**src/rtl/logger_pkg.sv**
```systemverilog
// Shared types and default widths for the logger event arbiter.
package logger_pkg;

  localparam int TS_W_DEF = 64;
  localparam int ID_W_DEF = 16;

  // One timestamped event as produced by a per-port timestamper.
  typedef struct packed {
    logic [ID_W_DEF-1:0] id;
    logic [TS_W_DEF-1:0] start;
    logic [TS_W_DEF-1:0] end_ts;
    logic [TS_W_DEF-1:0] delta;
  } ev_t;

  // Output register occupancy.
  typedef enum logic {
    EMPTY = 1'b0,
    FULL  = 1'b1
  } arb_state_t;

endpackage

```
**src/rtl/logger_rr_pick.sv**
```systemverilog
// Combinational round-robin picker: rotate so ptr sits at bit 0,
// priority-encode the lowest request, then rotate the index back.
module logger_rr_pick #(
  parameter int  NUM_CH = 4,
  localparam int CH_W   = $clog2(NUM_CH)
) (
  input  logic [NUM_CH-1:0] req,
  input  logic [CH_W-1:0]   ptr,
  output logic [NUM_CH-1:0] gnt_onehot,
  output logic [CH_W-1:0]   gnt_idx,
  output logic              gnt_any
);

  typedef logic [CH_W:0]   sum_t;
  typedef logic [CH_W-1:0] ch_t;

  // (a + b) mod NUM_CH for a < NUM_CH and b < NUM_CH; works for any NUM_CH.
  function automatic ch_t wrap_add(input ch_t a, input int b);
    sum_t s;
    s = sum_t'(a) + sum_t'(b);
    if (s >= sum_t'(NUM_CH)) s = s - sum_t'(NUM_CH);
    return s[CH_W-1:0];
  endfunction

  logic [NUM_CH-1:0] rot;
  ch_t               rot_idx;

  // Rotate the request vector so channel ptr appears at bit 0.
  always_comb begin
    rot = '0;
    for (int i = 0; i < NUM_CH; i++) rot[i] = req[wrap_add(ptr, i)];
  end

  // Lowest set bit of the rotated vector, mapped back to a channel index.
  always_comb begin
    rot_idx    = '0;
    gnt_any    = 1'b0;
    gnt_onehot = '0;
    for (int i = NUM_CH - 1; i >= 0; i--) begin
      if (rot[i]) begin
        rot_idx = ch_t'(i);
        gnt_any = 1'b1;
      end
    end
    gnt_idx             = wrap_add(ptr, int'(rot_idx));
    gnt_onehot[gnt_idx] = gnt_any;
  end

endmodule

```
**src/rtl/logger_ev_arbiter.sv**
```systemverilog
// Round-robin merge of NUM_CH timestamper event streams into one
// registered event output tagged with its source channel.
module logger_ev_arbiter
  import logger_pkg::*;
#(
  parameter int  NUM_CH = 4,
  parameter int  TS_W   = TS_W_DEF,
  parameter int  ID_W   = ID_W_DEF,
  localparam int CH_W   = $clog2(NUM_CH)
) (
  input  logic                   clk,
  input  logic                   rst,
  input  logic [NUM_CH-1:0]      cfg_ch_en,
  input  logic [NUM_CH-1:0]      s_ev_valid,
  output logic [NUM_CH-1:0]      s_ev_ready,
  input  logic [NUM_CH*ID_W-1:0] s_ev_id,
  input  logic [NUM_CH*TS_W-1:0] s_ev_start,
  input  logic [NUM_CH*TS_W-1:0] s_ev_end,
  input  logic [NUM_CH*TS_W-1:0] s_ev_delta,
  output logic                   m_ev_valid,
  input  logic                   m_ev_ready,
  output logic [ID_W-1:0]        m_ev_id,
  output logic [TS_W-1:0]        m_ev_start,
  output logic [TS_W-1:0]        m_ev_end,
  output logic [TS_W-1:0]        m_ev_delta,
  output logic [CH_W-1:0]        m_ev_ch,
  output logic [31:0]            accept_cnt
);

  typedef logic [CH_W-1:0] ch_t;

  arb_state_t        state_q, state_d;
  ch_t               rr_ptr_q, rr_ptr_d;
  ch_t               ch_q, ch_d;
  logic [ID_W-1:0]   id_q, id_d;
  logic [TS_W-1:0]   start_q, start_d;
  logic [TS_W-1:0]   end_q, end_d;
  logic [TS_W-1:0]   delta_q, delta_d;
  logic [31:0]       cnt_q, cnt_d;

  logic [NUM_CH-1:0] req;
  logic [NUM_CH-1:0] gnt_onehot;
  ch_t               gnt_idx;
  logic              gnt_any;

  assign req = s_ev_valid & cfg_ch_en;

  logger_rr_pick #(.NUM_CH(NUM_CH)) u_pick (
    .req        (req),
    .ptr        (rr_ptr_q),
    .gnt_onehot (gnt_onehot),
    .gnt_idx    (gnt_idx),
    .gnt_any    (gnt_any)
  );

  // Grant and capture while EMPTY; hold until the packer takes the event while FULL.
  always_comb begin
    state_d    = state_q;
    rr_ptr_d   = rr_ptr_q;
    ch_d       = ch_q;
    id_d       = id_q;
    start_d    = start_q;
    end_d      = end_q;
    delta_d    = delta_q;
    cnt_d      = cnt_q;
    s_ev_ready = '0;
    unique case (state_q)
      EMPTY: begin
        // No handshakes are offered while reset is asserted.
        if (!rst) s_ev_ready = gnt_onehot;
        if (gnt_any) begin
          ch_d     = gnt_idx;
          id_d     = s_ev_id[gnt_idx*ID_W +: ID_W];
          start_d  = s_ev_start[gnt_idx*TS_W +: TS_W];
          end_d    = s_ev_end[gnt_idx*TS_W +: TS_W];
          delta_d  = s_ev_delta[gnt_idx*TS_W +: TS_W];
          rr_ptr_d = (gnt_idx == ch_t'(NUM_CH - 1)) ? '0 : gnt_idx + 1'b1;
          cnt_d    = cnt_q + 32'd1;
          state_d  = FULL;
        end
      end
      FULL: begin
        if (m_ev_ready) state_d = EMPTY;
      end
    endcase
  end

  // State, pointer, counter and held-event registers.
  always_ff @(posedge clk) begin
    if (rst) begin
      state_q  <= EMPTY;
      rr_ptr_q <= '0;
      ch_q     <= '0;
      id_q     <= '0;
      start_q  <= '0;
      end_q    <= '0;
      delta_q  <= '0;
      cnt_q    <= '0;
    end else begin
      state_q  <= state_d;
      rr_ptr_q <= rr_ptr_d;
      ch_q     <= ch_d;
      id_q     <= id_d;
      start_q  <= start_d;
      end_q    <= end_d;
      delta_q  <= delta_d;
      cnt_q    <= cnt_d;
    end
  end

  assign m_ev_valid = (state_q == FULL);
  assign m_ev_ch    = ch_q;
  assign m_ev_id    = id_q;
  assign m_ev_start = start_q;
  assign m_ev_end   = end_q;
  assign m_ev_delta = delta_q;
  assign accept_cnt = cnt_q;

endmodule

```
**config.mk**
```make
export PLATFORM = sky130hd
export DESIGN_NAME = logger_ev_arbiter
export DESIGN_NICKNAME = d
export VERILOG_FILES = /design/src/rtl/logger_pkg.sv /design/src/rtl/logger_rr_pick.sv /design/src/rtl/logger_ev_arbiter.sv
export SDC_FILE = /design/constraint.sdc
export NUM_CORES = 1
export LEC_CHECK = 0
export CAP_MARGIN = 20
export CORE_AREA = 2 2 422 424
export CTS_CLUSTER_SIZE = 14
export DETAILED_ROUTE_END_ITERATION = 16
export DIE_AREA = 0 0 424 426
export HOLD_SLACK_MARGIN = 0.02
export PLACE_DENSITY = 0.41
export SETUP_SLACK_MARGIN = 0.2
export SLEW_MARGIN = 20
export SYNTH_ARGS = -nofsm -noshare
export SYNTH_HDL_FRONTEND = slang
export SYNTH_HIERARCHICAL = 1
export SYNTH_SLANG_ARGS = --single-unit
```
**constraint.sdc**
```tcl
create_clock -name clk -period 3.3 [get_ports clk]
set_input_delay 0.495 -clock clk [delete_from_list [all_inputs] [get_ports clk]]
set_output_delay 0.495 -clock clk [all_outputs]
set_load 0.1 [all_outputs]
```
==> results.md <==
- Outcome: finished, final reports clean
- WL/cell: 26.6 µm
- Seq cells post-synth: 245
- Post-route antenna net violation count: 0
- Share of layout cells above drive strength 1: about a quarter
- HP Class: in -> reg
- Clock Skews: 47.7 ps
- Final hold violations: 0
- Fmax: 0.328 GHz
- Die height: 426 µm
- TritonCTS Sinks: between 200 and 250
- Routability congestion estimate: 0.882
- Mapped Area: approximately 14000 µm²
- Total GRT Usage: 13.8%
- Max Slew Vio Count: 0
- DRT iter0 DRCs: approximately 900
- Mapped Cells: about 1400
- Post-route core utilization: 16.9%
- Ys Warns: 6
- Area Overhead vs Synth: 113%
- H-Tree Depth: 2
- Rows: 154
- Post-DP HPWL: 114 mm
- Number of global-route vias before repair: 16803
- Worst-Margin Slew: between 1000 and 1500 ps
- Buf/Inv on CP: 3
- Pwr dens: ~970 nW/µm²
- Total wire length: 131 mm
- Routed vias/inst: ~3.4
- Sequential fraction of the synthesis area: 35.2%
- Setup TNS Final: 0 ps
- Filler cell count: 19715
- Worst rel slew slack: 30.5%
- Crit-path max FO: 5
- Initial antenna violation count: 98
- Post-route cell area: ~30000 µm²
- TritonCTS clock tree: built
- Worst-Skew Late Latency: 600 ps
- R2r setup slk: ~390 ps
- WP data required: 2800 ps
- CP arrival: 2560 ps
- Final net count: around 3400
- CP Capture Type: output pin
- Post-synthesis net count: 2251
- Most used flip-flop cell after synthesis: dfxtp_1
- Via Count: 16658
- Syn_area_per_cell: roughly 9.9 µm²
- DP Area: 28300 µm²
- 1st-pass router iterations: 5
- Sw Share: 50.3%
- WS Path Type: in -> out
- Int Pwr: 14.3 mW
- Clock transition at path regs: 50 ps
- RSZ-0062 raised after global routing: true
- Max Cap Viol: 0
- CTS Buffer Depth: 3
- Io pins: 1090
- Clk pwr share: between 10% and 20%
- Combinational Power Share: between 60% and 70%
- GR Overflow Total: 0
- DIE WIDTH: 424 µm
- Tmin final: 3050 ps
- Worst setup SP type: primary input
- # setup viols final: 0
- Largest net degree at the start of global routing: 101
- Leak pwr: 10.5 nW
- Slowest cell on crit path: ha_4
- Synth cell types: 44
- Cts bufs inserted: 40
- Worst vdd ir: 0.000536 V
- DRC: 0
- Die area: roughly 180000 µm²
- Tcrit/Tclk final: 92.4%
- Crit-path cells: dlygate4sd2_1, and2_4, nor2_1, a2bb2oi_2, o211ai_1, o21a_1, ha_4, buf_12, nor2b_4, nand2_2, mux2i_1, and2_4, buf_12
- Root buf cell: clkbuf_16
- Starting density of the core: approximately 7.9%
- Sequential Power Share: 15.1%
- Cell family with most CP delay: simple AND/OR/NAND/NOR gates
- Port bufs: 1089
- Total net switching power: ~15 mW
- Largest stage delay, worst path: 290 ps
- Number of synthesized flops with an enable pin: 0
- Core area: 176000 µm²
- First-pass GRT wire length: 167 mm
- FFs w/ async S/R, synth: 0%
[kinds of logic (layout without fill, tap and decap cells)]
kind of cell	Yosys count	after routing	share of synthesized area [%]
AOI/OAI and AO/OA	262	262	9.97
xor gates and xnor gates	13	13	0.816
adders and majority gates	3	3	0.269
buffers and inverters	138	1304	4.00
DFF	245	245	35.2
muxes	214	214	34.1
other	0	12	0
and+or+nand+nor	530	530	15.7
[metrics by stage]
| stage | setup slack [ps] | std cells | hold WS (ps) | power (mW) |
|---|---|---|---|---|
| 2_1_floorplan | 208 | 1405 | 437 | 17.5 |
| 3_3_place_gp | -537 | 4838 | 441 | 24.7 |
| 3_5_place_dp | -472 | 4838 | 446 | 24.7 |
| 4_1_cts | 198 | 4911 | 224 | 29.5 |
| 5_1_grt | 107 | 4918 | 260 | 30.3 |
| 6_report | 250 | 4923 | 293 | 28.9 |
[power by group through the flow]
stage               Clock, mW  Sequential (mW)  Combinational (mW)
floorplan                   0             9.94                7.54
global placement            0             4.41                20.3
detailed placement          0             4.42                20.3
CTS                      4.70             4.38                20.5
global route             4.75             4.48                21.1
finish                   4.46             4.37                20.0
[synth_stat cells (all sizes together) (5+ instances only)]
cell type | instances | area [µm²]
nor3 | 5 | 25.0
a21oi | 236 | 1180
clkbuf | 87 | 327
mux4 | 208 | 4680
nand4 | 8 | 56.3
nor2 | 17 | 63.8
o21ai | 9 | 45.0
or3 | 10 | 62.6
inv | 8 | 30.0
xnor2 | 9 | 78.8
o31ai | 10 | 75.1
dfxtp | 245 | 4900
buf | 43 | 201
or4 | 14 | 105
and2 | 8 | 50.1
nand3 | 7 | 35.0
nand2 | 441 | 1660
[metal layers]
layer  GRT usage (%)  wire, µm  vias up
li1                -         -     7434
met1            16.7     52600     8218
met2            23.9     65100      761
met3            3.89      9490      203
met4            3.61      3540       42
met5               0       270        -
[flip-flops by register name, summed over array words and instances, names as in the netlist]
signal and flops:
accept_cnt 32, m_ev_ch 2, m_ev_delta 64, m_ev_end 64
m_ev_id 16, m_ev_start 64, m_ev_valid 1, rr_ptr_q 2
[timing repair]
action,in CTS,in global routing
pin swaps,7,4
gates resized for setup,31,4
hold buffers,0,0
setup buffers,3,0
setup endpoints to repair,6,4
[area by class of cell]
class	count	area, µm²	share of cell area, %
Antenna cell	12	30.0	0.101
Clock buffer	48	1070	3.60
Clock inverter	22	267	0.895
Inverter	8	30.0	0.101
Multi-Input combinational cell	1022	8600	28.9
Sequential cell	245	4910	16.5
Tap cell	2340	2930	9.83
Timing Repair Buffer	1226	11900	40.1
[placed cells by master (no fill, tap or decap), types with 12 or more instances in the layout]
master and instances:
a21oi_1 235, buf_12 38, buf_4 272, clkbuf_16 40
clkdlybuf4s50_1 901, dfxtp_1 243, diode_2 12, mux4_2 208
nand2_1 437, nor2_1 15, or4_1 14
[path summary, 6_finish.rpt]
path / from / to / cells after the start
hold reg to reg: m_ev_delta[26]$_SDFFE_PP0P_ / m_ev_delta[26]$_SDFFE_PP0P_ / 2
hold / removal: rst / accept_cnt[5]$_SDFFE_PP0P_ / 2
setup reg to reg: rr_ptr_q[1]$_SDFFE_PP0P_ / m_ev_start[20]$_SDFFE_PP0P_ / 14
setup / recovery: cfg_ch_en[2] / s_ev_ready[3] / 13
Note: power is estimated with default switching activity, not from simulation.
